--- config.mk ---
export PLATFORM = sky130hd
export DESIGN_NAME = stream_enable_mc
export DESIGN_NICKNAME = d
export VERILOG_FILES = /design/src/rtl/stream_enable_mc.sv
export SDC_FILE = /design/constraint.sdc
export NUM_CORES = 1
export LEC_CHECK = 0
export BUFFER_PORTS_ARGS = -buffer_cell sky130_fd_sc_hd__buf_2
export CORE_MARGIN = 4
export CORE_UTILIZATION = 44
export DETAILED_ROUTE_END_ITERATION = 6
export PLACE_DENSITY = 0.68
export SLEW_MARGIN = 20
export SYNTH_ARGS = -nofsm -noshare
export SYNTH_HDL_FRONTEND = slang
export SYNTH_SLANG_ARGS = --single-unit
--- constraint.sdc ---
create_clock -name clk -period 5.4 [get_ports clk]
set_input_delay 1.08 -clock clk [delete_from_list [all_inputs] [get_ports clk]]
set_output_delay 1.08 -clock clk [all_outputs]
set_load 0.1 [all_outputs]
--- src/rtl/stream_enable_mc.sv ---
`default_nettype none
// ============================================================================
//  Module      : stream_enable_mc
//  Description : Multi-channel stream start enable. Counts outstanding get
//                completions per channel and grants one stream start per
//                cycle to a round-robin selected channel when the downstream
//                sink is ready. stream_ch drives the stream output mux select.
//
//  Ports
//    clk         rising-edge clock
//    rst_n       asynchronous active-low reset
//    en          grant enable; completions keep accumulating while low
//    flush       synchronous clear of all pending counters and the rr pointer
//    dst_ready   downstream sink accepts a stream start this cycle
//    get_fin     per-channel single-cycle completion pulses
//    ovf_clr     clears the sticky overflow flags
//    stream_ok   grant issued this cycle (combinational)
//    stream_sel  one-hot granted channel, zero when no grant
//    stream_ch   granted channel index, zero when no grant
//    busy        registered; any pending counter nonzero
//    ovf         sticky per-channel counter overflow flags
//
//  Revision    : 1.0 - initial release
// ============================================================================
module stream_enable_mc #(
    parameter int NUM_CH = 4,
    parameter int CNT_W  = 3,
    parameter bit BYPASS = 1'b1,
    localparam int c_CH_W = (NUM_CH > 1) ? $clog2(NUM_CH) : 1
) (
    input  logic              clk,
    input  logic              rst_n,
    input  logic              en,
    input  logic              flush,
    input  logic              dst_ready,
    input  logic [NUM_CH-1:0] get_fin,
    input  logic              ovf_clr,
    output logic              stream_ok,
    output logic [NUM_CH-1:0] stream_sel,
    output logic [c_CH_W-1:0] stream_ch,
    output logic              busy,
    output logic [NUM_CH-1:0] ovf
);

    localparam logic [CNT_W-1:0]  c_PEND_MAX = '1;
    localparam logic [c_CH_W-1:0] c_LAST_CH  = c_CH_W'(NUM_CH - 1);
    localparam logic [c_CH_W:0]   c_NUM_CH   = (c_CH_W + 1)'(NUM_CH);

    logic [NUM_CH-1:0][CNT_W-1:0] r_pend;
    logic [NUM_CH-1:0][CNT_W-1:0] w_pend_next;
    logic [c_CH_W-1:0]            r_rr_ptr;
    logic [c_CH_W-1:0]            w_rr_next;
    logic [c_CH_W-1:0]            w_win;
    logic                         w_win_vld;
    logic [c_CH_W:0]              w_scan;
    logic [NUM_CH-1:0]            w_req;
    logic [NUM_CH-1:0]            w_grant;
    logic [NUM_CH-1:0]            w_ovf_set;
    logic [NUM_CH-1:0]            r_ovf;
    logic                         r_busy;
    logic                         w_grant_en;

    // A channel requests when it has stored completions, or (in bypass mode)
    // when a completion arrives this very cycle.
    genvar gi;
    generate
        for (gi = 0; gi < NUM_CH; gi++) begin : g_req
            assign w_req[gi] = (r_pend[gi] != '0) | (BYPASS & get_fin[gi]);
        end
    endgenerate

    // Round-robin scan starting at r_rr_ptr. The scan index carries one
    // extra bit so the wrap works for channel counts that are not powers of 2.
    always_comb begin
        w_win     = '0;
        w_win_vld = 1'b0;
        w_scan    = '0;
        for (int k = 0; k < NUM_CH; k++) begin
            w_scan = {1'b0, r_rr_ptr} + (c_CH_W + 1)'(k);
            if (w_scan >= c_NUM_CH) begin
                w_scan = w_scan - c_NUM_CH;
            end
            if (!w_win_vld && w_req[w_scan[c_CH_W-1:0]]) begin
                w_win     = w_scan[c_CH_W-1:0];
                w_win_vld = 1'b1;
            end
        end
    end

    // rst_n is part of the grant term so bypass completions seen while the
    // block is held in reset never produce a grant.
    assign w_grant_en = en & dst_ready & ~flush & rst_n & w_win_vld;

    generate
        for (gi = 0; gi < NUM_CH; gi++) begin : g_grant
            localparam logic [c_CH_W-1:0] c_IDX = c_CH_W'(gi);
            assign w_grant[gi] = w_grant_en & (w_win == c_IDX);
        end
    endgenerate

    assign stream_ok  = w_grant_en;
    assign stream_sel = w_grant;
    assign stream_ch  = w_grant_en ? w_win : '0;

    // Per-channel pending count update. A completion and a grant on the same
    // channel cancel, which also covers a bypass grant of an empty channel.
    always_comb begin
        w_pend_next = r_pend;
        w_ovf_set   = '0;
        for (int i = 0; i < NUM_CH; i++) begin
            if (flush) begin
                w_pend_next[i] = '0;
            end else if (get_fin[i] && !w_grant[i]) begin
                if (r_pend[i] == c_PEND_MAX) begin
                    w_ovf_set[i] = 1'b1;
                end else begin
                    w_pend_next[i] = r_pend[i] + 1'b1;
                end
            end else if (!get_fin[i] && w_grant[i]) begin
                w_pend_next[i] = r_pend[i] - 1'b1;
            end
        end
    end

    always_comb begin
        w_rr_next = r_rr_ptr;
        if (flush) begin
            w_rr_next = '0;
        end else if (w_grant_en) begin
            w_rr_next = (w_win == c_LAST_CH) ? '0 : w_win + 1'b1;
        end
    end

    always_ff @(posedge clk or negedge rst_n) begin
        if (!rst_n) begin
            r_pend   <= '0;
            r_rr_ptr <= '0;
            r_ovf    <= '0;
            r_busy   <= 1'b0;
        end else begin
            r_pend   <= w_pend_next;
            r_rr_ptr <= w_rr_next;
            // A new overflow takes priority over a simultaneous clear.
            r_ovf    <= (r_ovf & ~{NUM_CH{ovf_clr}}) | w_ovf_set;
            r_busy   <= |w_pend_next;
        end
    end

    assign busy = r_busy;
    assign ovf  = r_ovf;

endmodule
`default_nettype wire

==> impl_metrics.json, run 1 <==
{
  "synth_edf_count": 0,
  "ant_nets": 0,
  "grt_use_total": 0.173,
  "cts_buffers": 3,
  "synth_cell_types": 50,
  "grt_setup_unrepaired": "false",
  "fin_nets": 214,
  "routabilityCongestion": 0.916,
  "path_clk_slew_ps": 120,
  "cts.sinks": 19,
  "synth_seq_cells": 19,
  "fmax_mhz": 216,
  "drive_gt1_frac": 0.184,
  "ys_seq_area_frac": 0.320,
  "avgSynthCellArea_um2": 8.80,
  "via_count": 1380,
  "final_area_um2": 1660,
  "tightest_slew_ps": 624,
  "num_io_pins": 22,
  "cp.required_ps": 4320,
  "drt_first_pass_iters": 4,
  "post_cts_resize_count": 0,
  "final_util": 0.526,
  "outcome": "complete, no violations",
  "hold_buffers": 0,
  "synthToLayoutAreaGrowth_pct": 11.4,
  "setup_viol": 0,
  "rows": 20,
  "core_um2": 3150,
  "fin_skew_ps": 7.76,
  "post_cts.repair.setup_buffers": 0,
  "cp_max_fo": 11,
  "grt_pass1_vias": 1299,
  "cts_tree": "done",
  "tns_ps": 0,
  "clock_path_buffers": 2,
  "cp-end-kind": "primary output",
  "syn_nets": 192,
  "finalMaxSlewViolations": 0,
  "avgViaCountPerCell": 5.90,
  "p_per_area_nw_per_um2": 214,
  "grt_max_degree": 21,
  "synth_top_area_frac": 0.320,
  "synthTopCellsByCount": "20 x inv_1, 19 x dfrtp_1, 18 x nor2_1",
  "initial_utilization": 0.472,
  "htree_levels": 1,
  "arrival_ps": 3550,
  "diodes": 0,
  "portBuffers": 21,
  "hpwl_mm": 2.66,
  "cp-start-kind": "primary input",
  "synth_ff_type": "dfrtp_1",
  "drc": 0,
  "synth_warnings": 0,
  "syn_inst": 169,
  "die_area_um2": 4380,
  "die_width_um": 66.1,
  "drt-total-wl_mm": 3.59,
  "die_y_um": 66.1,
  "drt_iter0_markers": 57,
  "synthArstFlopShare": 1.00,
  "dpl_cell_area_um2": 1630,
  "grt-ovfl-total": 0,
  "antenna_found_initial": 0,
  "p_leak_uw": 0.000823,
  "period_share": 0.857,
  "routedWlPerCell_um": 15.3,
  "crit_type": "in -> out",
  "vdd_ir_drop_max_v": 0.000123,
  "min_path_type": "reg -> reg",
  "synthTopCellsByArea": "dfrtp_1 32%, ha_1 11%, inv_1 5.0%, nor2_1 4.5%, a211oi_1 3.5%",
  "min_period_ps": 4630,
  "hold_viol": 0,
  "yosysTopAreaCell": "dfrtp_1",
  "insertion_delay_ps": 310,
  "syn_area_um2": 1490,
  "grt_pass1_wl_mm": 5.91,
  "cts_root_buf": "clkbuf_4",
  "synth.most_common_cell": "inv_1",
  "slew_headroom": 0.584,
  "maxCapViolCount": 0
}
## power by group
part | internal (uW) | switching [uW]
Sequential | 152 | 9.66
Clock | 28.8 | 47.1
Combinational | 41.6 | 75.3
Total | 222 | 132
## worst max-delay path, cell delays in order
cell and delay (ps):
buf_2 150, or3b_1 510, a211oi_1 370, o32ai_2 230
inv_2 180, ha_1 300, and2_1 250, buf_2 460
## sequential cells by signal, indices dropped and copies added, names as in the netlist
register  flops
busy          1
ovf           4
r_pend       12
r_rr_ptr      2
## routing by layer
layer | wire (um) | global-route usage
met3 | 139 | 0.0374
met4 | 92 | 0.0635
met1 | 1660 | 0.220
met2 | 1700 | 0.284
met5 | 0 | 0
## layout make-up
class / instances / area (um^2)
Clock buffer: 4 / 26.3
Fill cell: 314 / 1500
Inverter: 24 / 90.1
Multi-Input combinational cell: 122 / 906
Sequential cell: 19 / 475
Tap cell: 44 / 55.1
Timing Repair Buffer: 21 / 105
## worst paths after layout
check                           start             to  slack [ps]  depth (start not counted)
max                        get_fin[0]  stream_sel[2]         770                          8
min                            ovf[3]         ovf[3]         500                          2
max reg2reg                 r_pend[6]           busy        1140                         13
min reg2reg                    ovf[3]         ovf[3]         500                          2
max in group asynchronous       rst_n      r_pend[1]        4400                          1
min in group asynchronous       rst_n     r_pend[11]         690                          1
## through the flow
| step | hold WS [ps] | setup slack [ps] | cells | total power, uW |
|---|---|---|---|---|
| after global routing | 540 | 642 | 234 | 376 |
| after global placement | 483 | 806 | 230 | 276 |
| final | 503 | 775 | 234 | 354 |
| after detailed placement | 485 | 664 | 230 | 278 |
| after CTS | 516 | 819 | 234 | 355 |
| after floorplan | 554 | 439 | 169 | 250 |
## cells by family after synthesis
logic type	count (synthesis)	share of synthesized area
buf+inv	28	0.0715
simple gates	58	0.214
xor+xnor	2	0.0118
mux	7	0.0538
compound gates	42	0.220
flops	19	0.320
fa+ha+maj	13	0.109
## cells in the final DEF (no fill, tap or decap), drive strengths merged, types with 2 or more instances in the layout
cell type   n
a211oi      7
a21oi       8
a32oi       2
and2        2
buf        21
clkbuf      4
dfrtp      19
ha         13
inv        23
mux2        2
mux2i       5
nand2       9
nand2b      2
nand3       3
nand4       5
nor2       18
nor3        2
nor4        4
o21ai       6
o22ai       2
o31a        2
o31ai       4
o32ai       2
o41ai       2
or3b        4
xnor2       2
Note: power is estimated with default switching activity, not from simulation.
==> run 2, diff against run 1 <==
- CAP_MARGIN: unset -> 15
- CORE_ASPECT_RATIO: unset -> 0.6
==> run 2 against run 1 <==
  * Worst setup slack improved by 98 ps
  * Clock power rose by 37%
  * Non-clock buffer count did not move
  * Final cell count rose by 0.43%
  * Largest cell class unchanged
  * Maximum frequency rose by 2.2%
  * Power rose by 8.3%
  * Combinational power barely moved
  * Routed wire length rose by 5.1%
==> impl_metrics.json, run 2 (synthesized netlist as in run 1, its figures left out) <==
{
  "tightest_slew_ps": 619,
  "clock_path_buffers": 2,
  "antenna_found_initial": 0,
  "cts_tree": "done",
  "drive_gt1_frac": 0.184,
  "cp-start-kind": "primary input",
  "drt_iter0_markers": 202,
  "slew_headroom": 0.588,
  "hold_buffers": 0,
  "fillers": 306,
  "fin_skew_ps": 3.18,
  "wl_met1_mm": 1.84,
  "wl_met2_mm": 1.61,
  "grt-ovfl-total": 0,
  "routedWlPerCell_um": 16.1,
  "routed.top_layer": "met4",
  "initial_utilization": 0.459,
  "die_area_um2": 4410,
  "layout_common_cells": "21 x buf_2, 20 x inv_1, 19 x dfrtp_1, 18 x nor2_1, 13 x ha_1",
  "num_io_pins": 22,
  "avgViaCountPerCell": 5.86,
  "grt_pass1_wl_mm": 6.33,
  "drt-total-wl_mm": 3.77,
  "period_share": 0.838,
  "p_per_area_nw_per_um2": 229,
  "finalMaxSlewViolations": 0,
  "cp_slowest_cell": "or3b_1",
  "via_count": 1378,
  "drc": 0,
  "crit_top_cell": "buf_2",
  "cp_max_fo": 11,
  "core_um2": 3240,
  "post_cts.repair.setup_buffers": 0,
  "cp.buffers_inverters": 3,
  "grt_pass1_vias": 1282,
  "cp.required_ps": 4320,
  "grt_max_degree": 21,
  "p_leak_uw": 0.000831,
  "min_period_ps": 4530,
  "drt_first_pass_iters": 4,
  "cts_root_buf": "clkbuf_8",
  "crit_path_max_incr_delay_ps": 500,
  "die_width_um": 83.1,
  "crit_family": "buffers and inverters",
  "path_cells": "buf_2 -> or3b_1 -> a211oi_1 -> o32ai_2 -> inv_2 -> ha_1 -> and2_1 -> buf_2",
  "finalNonFillerCells": 235,
  "cp-end-kind": "primary output",
  "outcome": "complete, no violations",
  "rows": 16,
  "regMostFlops": "r_pend",
  "portBuffers": 21,
  "hpwl_mm": 2.94,
  "htree_levels": 1,
  "path_clk_slew_ps": 70,
  "fmax_mhz": 221,
  "maxCapViolCount": 0,
  "wl_met3_um": 259,
  "hold_viol": 0,
  "grt_use_total": 0.184,
  "grt_setup_unrepaired": "false",
  "tns_ps": 0,
  "die_y_um": 53.0,
  "largest_reg_flops": 12,
  "arrival_ps": 3450,
  "ant_nets": 0,
  "cts_buffers": 3,
  "synthToLayoutAreaGrowth_pct": 12.8,
  "min_path_type": "reg -> reg",
  "routabilityCongestion": 0.899,
  "diodes": 0,
  "mostFrequentLayoutCell": "buf_2",
  "post_cts_resize_count": 0,
  "cts.sinks": 19,
  "crit_type": "in -> out",
  "dp.cells": 231,
  "vdd_ir_drop_max_v": 0.000119,
  "fin_nets": 214,
  "setup_viol": 0,
  "insertion_delay_ps": 260
}
run 2: report_power, final:
group	switching, uW	total [uW]	internal [uW]
sequential	9.47	161	152
clock	51.2	104	52.6
combinational	76.9	119	41.6
total	138	383	246
run 2: worst reg2reg max path, delay by kind of cell, from the launching register on:
kind	cells	cell delay (ps)
multiplexers	2	510
adder cells (fa/ha/maj)	2	470
buffers and inverters	2	300
AND/OR/NAND/NOR	5	1710
flip-flops	1	410
AO/OA/AOI/OAI	2	690
run 2: worst paths after layout:
kind	from	depth (start not counted)	end	slack [ps]
worst max register to register	r_pend[6]	13	busy	1200
worst max-delay path	get_fin[0]	8	stream_sel[2]	870
min in group asynchronous	rst_n	1	r_pend[3]	770
worst min-delay path	ovf[1]	2	ovf[1]	500
worst min register to register	ovf[1]	2	ovf[1]	500
max in group asynchronous	rst_n	1	r_pend[10]	4310
run 2: through the flow:
step	utilization	hold WS (ps)	worst slack, ps	area (um^2)	total power, uW
floorplan	-	554	439	1490	250
CTS	0.517	501	910	1680	384
global route	0.517	541	701	1680	407
global placement	0.503	469	797	1630	277
detailed placement	0.503	478	711	1630	281
finish	0.517	499	873	1680	383
run 2: final cells by class:
class	instances	area, um^2	share of cell area
Inverter	24	90.1	0.0537
Sequential cell	19	475	0.283
Multi-Input combinational cell	122	906	0.540
Timing Repair Buffer	21	105	0.0626
Tap cell	45	56.3	0.0336
Clock buffer	4	45.0	0.0268
run 2: routing by layer:
metal | track usage | up-vias
li1 | - | 658
met1 | 0.248 | 653
met3 | 0.0544 | 8
met5 | 0 | -
met4 | 0.0652 | 0
met2 | 0.281 | 59
==> run 3, diff against run 2 <==
- ABC_AREA: unset -> 1
- PLACE_DENSITY: 0.68 -> 0.7
- clock period: 5.4 -> 4.08 ns (I/O delays scaled with it)
==> run 3 against run 2 <==
  * Core utilization grew 0.94 points
  * Via count up 26%
  * Sequential power up 29%
  * Critical path depth increased by 8
  * Flip-flop and latch count stayed put
  * Synthesized cell count grew 54%
  * Sequential share of layout area down 4.6 points
  * Final cell count increased by 40%
  * Routed wire length increased by 20%
  * Clock-buffer cell count down 1
  * Critical endpoint unchanged
==> impl_metrics.json, run 3 <==
{
  "grt_setup_unrepaired": "false",
  "finalWorstSetupSlack_ps": 548,
  "core_um2": 3810,
  "synth_top_area_frac": 0.263,
  "fillers": 372,
  "synth_seq_cells": 19,
  "arrival_ps": 2720,
  "rows": 17,
  "tns_ps": 0,
  "synth_warnings": 0,
  "seq_area_um2": 475,
  "post_cts.repair.setup_buffers": 0,
  "antenna_found_initial": 0,
  "drt_iter0_markers": 131,
  "via_count": 1740,
  "yosysTopAreaCell": "dfrtp_1",
  "grt_max_degree": 20,
  "p_switching_uw": 217,
  "min_period_ps": 3530,
  "drt_first_pass_iters": 4,
  "p_sw_frac": 0.399,
  "crit_path_max_incr_delay_ps": 410,
  "regMostFlops": "r_pend",
  "path_clk_slew_ps": 80,
  "syn_area_um2": 1810,
  "die_area_um2": 5230,
  "initial_utilization": 0.475,
  "pre_cts_slack_ps": 598,
  "mostFrequentLayoutCell": "nand2_1",
  "fin_nets": 307,
  "post_cts_resize_count": 0,
  "period_share": 0.866,
  "num_io_pins": 22,
  "cts_root_buf": "clkbuf_8",
  "p_comb_frac": 0.363,
  "synthTopCellsByArea": "dfrtp_1 26%, nand3_1 13%, nand2_1 12%, ha_1 9.0%, inv_1 8.7%",
  "cp_max_fo": 5,
  "largest_reg_flops": 12,
  "ant_nets": 0,
  "syn_inst": 260,
  "power.total_uw": 544,
  "avgSynthCellArea_um2": 6.95,
  "synthTopCellsByCount": "59 x nand2_1, 47 x nand3_1, 42 x inv_1",
  "synth.most_common_cell": "nand2_1",
  "final_util": 0.527,
  "cp_slowest_cell": "dfrtp_1",
  "synth_cell_types": 29,
  "internal_power_uw": 327,
  "hpwl_mm": 3.65,
  "synthToLayoutAreaGrowth_pct": 10.9,
  "cp-end-kind": "primary output",
  "synthArstFlopShare": 1.00,
  "grt_pass1_wl_mm": 7.31,
  "slew_headroom": 0.673,
  "p_seq_frac": 0.382,
  "grt_pass1_vias": 1487,
  "tightest_slew_ps": 494,
  "cts_tree": "done",
  "cts_buffers": 3,
  "setup_viol": 0,
  "rrSetupSlack_ps": 1270,
  "multi_input_area_um2": 1110,
  "insertion_delay_ps": 260,
  "crit_type": "reg -> out",
  "maxCapViolCount": 0,
  "min_path_type": "reg -> reg",
  "p_per_area_nw_per_um2": 271,
  "die_y_um": 57.7,
  "avgViaCountPerCell": 5.27,
  "path_cells": "inv_1 -> ha_1 -> inv_1 -> nor2_1 -> nand3_1 -> nand3_1 -> nand2_1 -> nor2_1 -> nand2_1 -> nand2_2 -> nand2_4 -> inv_1 -> ha_1 -> nand2_2 -> inv_1 -> buf_2",
  "drive_gt1_frac": 0.208,
  "diodes": 0,
  "clock_path_buffers": 2,
  "finalMaxSlewViolations": 0,
  "finalNonFillerCells": 330,
  "synth_ff_type": "dfrtp_1",
  "routabilityCongestion": 0.943,
  "crit_top_cell": "inv_1",
  "hold_buffers": 0,
  "p_leak_uw": 0.00114,
  "drt-total-wl_mm": 4.52,
  "die_width_um": 90.8,
  "grt-ovfl-total": 0,
  "cts.sinks": 19,
  "ys_seq_area_frac": 0.263,
  "grt_use_total": 0.174,
  "routedWlPerCell_um": 13.7,
  "clkPwrFrac": 0.254,
  "hold_viol": 0,
  "cp.required_ps": 3260,
  "cp-start-kind": "flip-flop",
  "vdd_ir_drop_max_v": 0.000151,
  "layout_common_cells": "59 x nand2_1, 47 x nand3_1, 42 x inv_1, 21 x buf_2, 19 x dfrtp_1",
  "htree_levels": 1,
  "syn_nets": 283,
  "outcome": "complete, no violations",
  "drc": 0,
  "fmax_mhz": 283,
  "dp.cells": 326,
  "fin_skew_ps": 1.47,
  "portBuffers": 21,
  "synth_edf_count": 0
}
run 3: area by class of cell:
cell class / count / share of cell area
clock buffer: 3 / 0.0206
clock inverter: 1 / 0.00374
inverter: 49 / 0.0942
multi-input combinational: 188 / 0.555
sequential: 19 / 0.237
tap: 47 / 0.0293
timing repair buffer: 23 / 0.0599
run 3: per-stage QoR:
step	cell area (um^2)	hold WS, ps
2_1_floorplan	1810	520
3_3_place_gp	1960	510
3_5_place_dp	1960	504
4_1_cts	2010	533
5_1_grt	2010	550
6_report	2010	523
run 3: power by group through the flow:
stage	clock, uW	sequential (uW)	combinational [uW]
floorplan	0	217	145
global placement	0	211	193
detailed placement	0	211	195
CTS	141	207	196
global route	151	210	219
finish	138	208	198
run 3: cells by family after synthesis:
family / count (synthesis) / synth area share
compound gates: 17 / 0.0623
xor+xnor: 1 / 0.00485
fa+ha+maj: 13 / 0.0900
buf+inv: 53 / 0.121
flops: 19 / 0.263
simple gates: 157 / 0.459
run 3: worst paths after layout:
kind / start / cells past startpoint / end
worst max-delay path: r_pend[9] / 16 / stream_sel[2]
worst min-delay path: ovf[2] / 2 / ovf[2]
worst max register to register: r_pend[9] / 20 / busy
worst min register to register: ovf[2] / 2 / ovf[2]
max in group asynchronous: rst_n / 2 / r_pend[3]
min in group asynchronous: rst_n / 2 / r_pend[6]
run 3: routing by layer:
| layer | track usage | wire length (um) |
|---|---|---|
| met2 | 0.235 | 1720 |
| met1 | 0.277 | 2430 |
| met3 | 0.0506 | 380 |
| met5 | 0 | 0 |
| met4 | 0.0131 | 0 |
run 3: critical path, delay by kind of cell, from the launching register on:
kind / cells / cell delay [ps]
fa+ha+maj: 2 / 350
buf+inv: 5 / 720
flops: 1 / 410
simple gates: 9 / 960
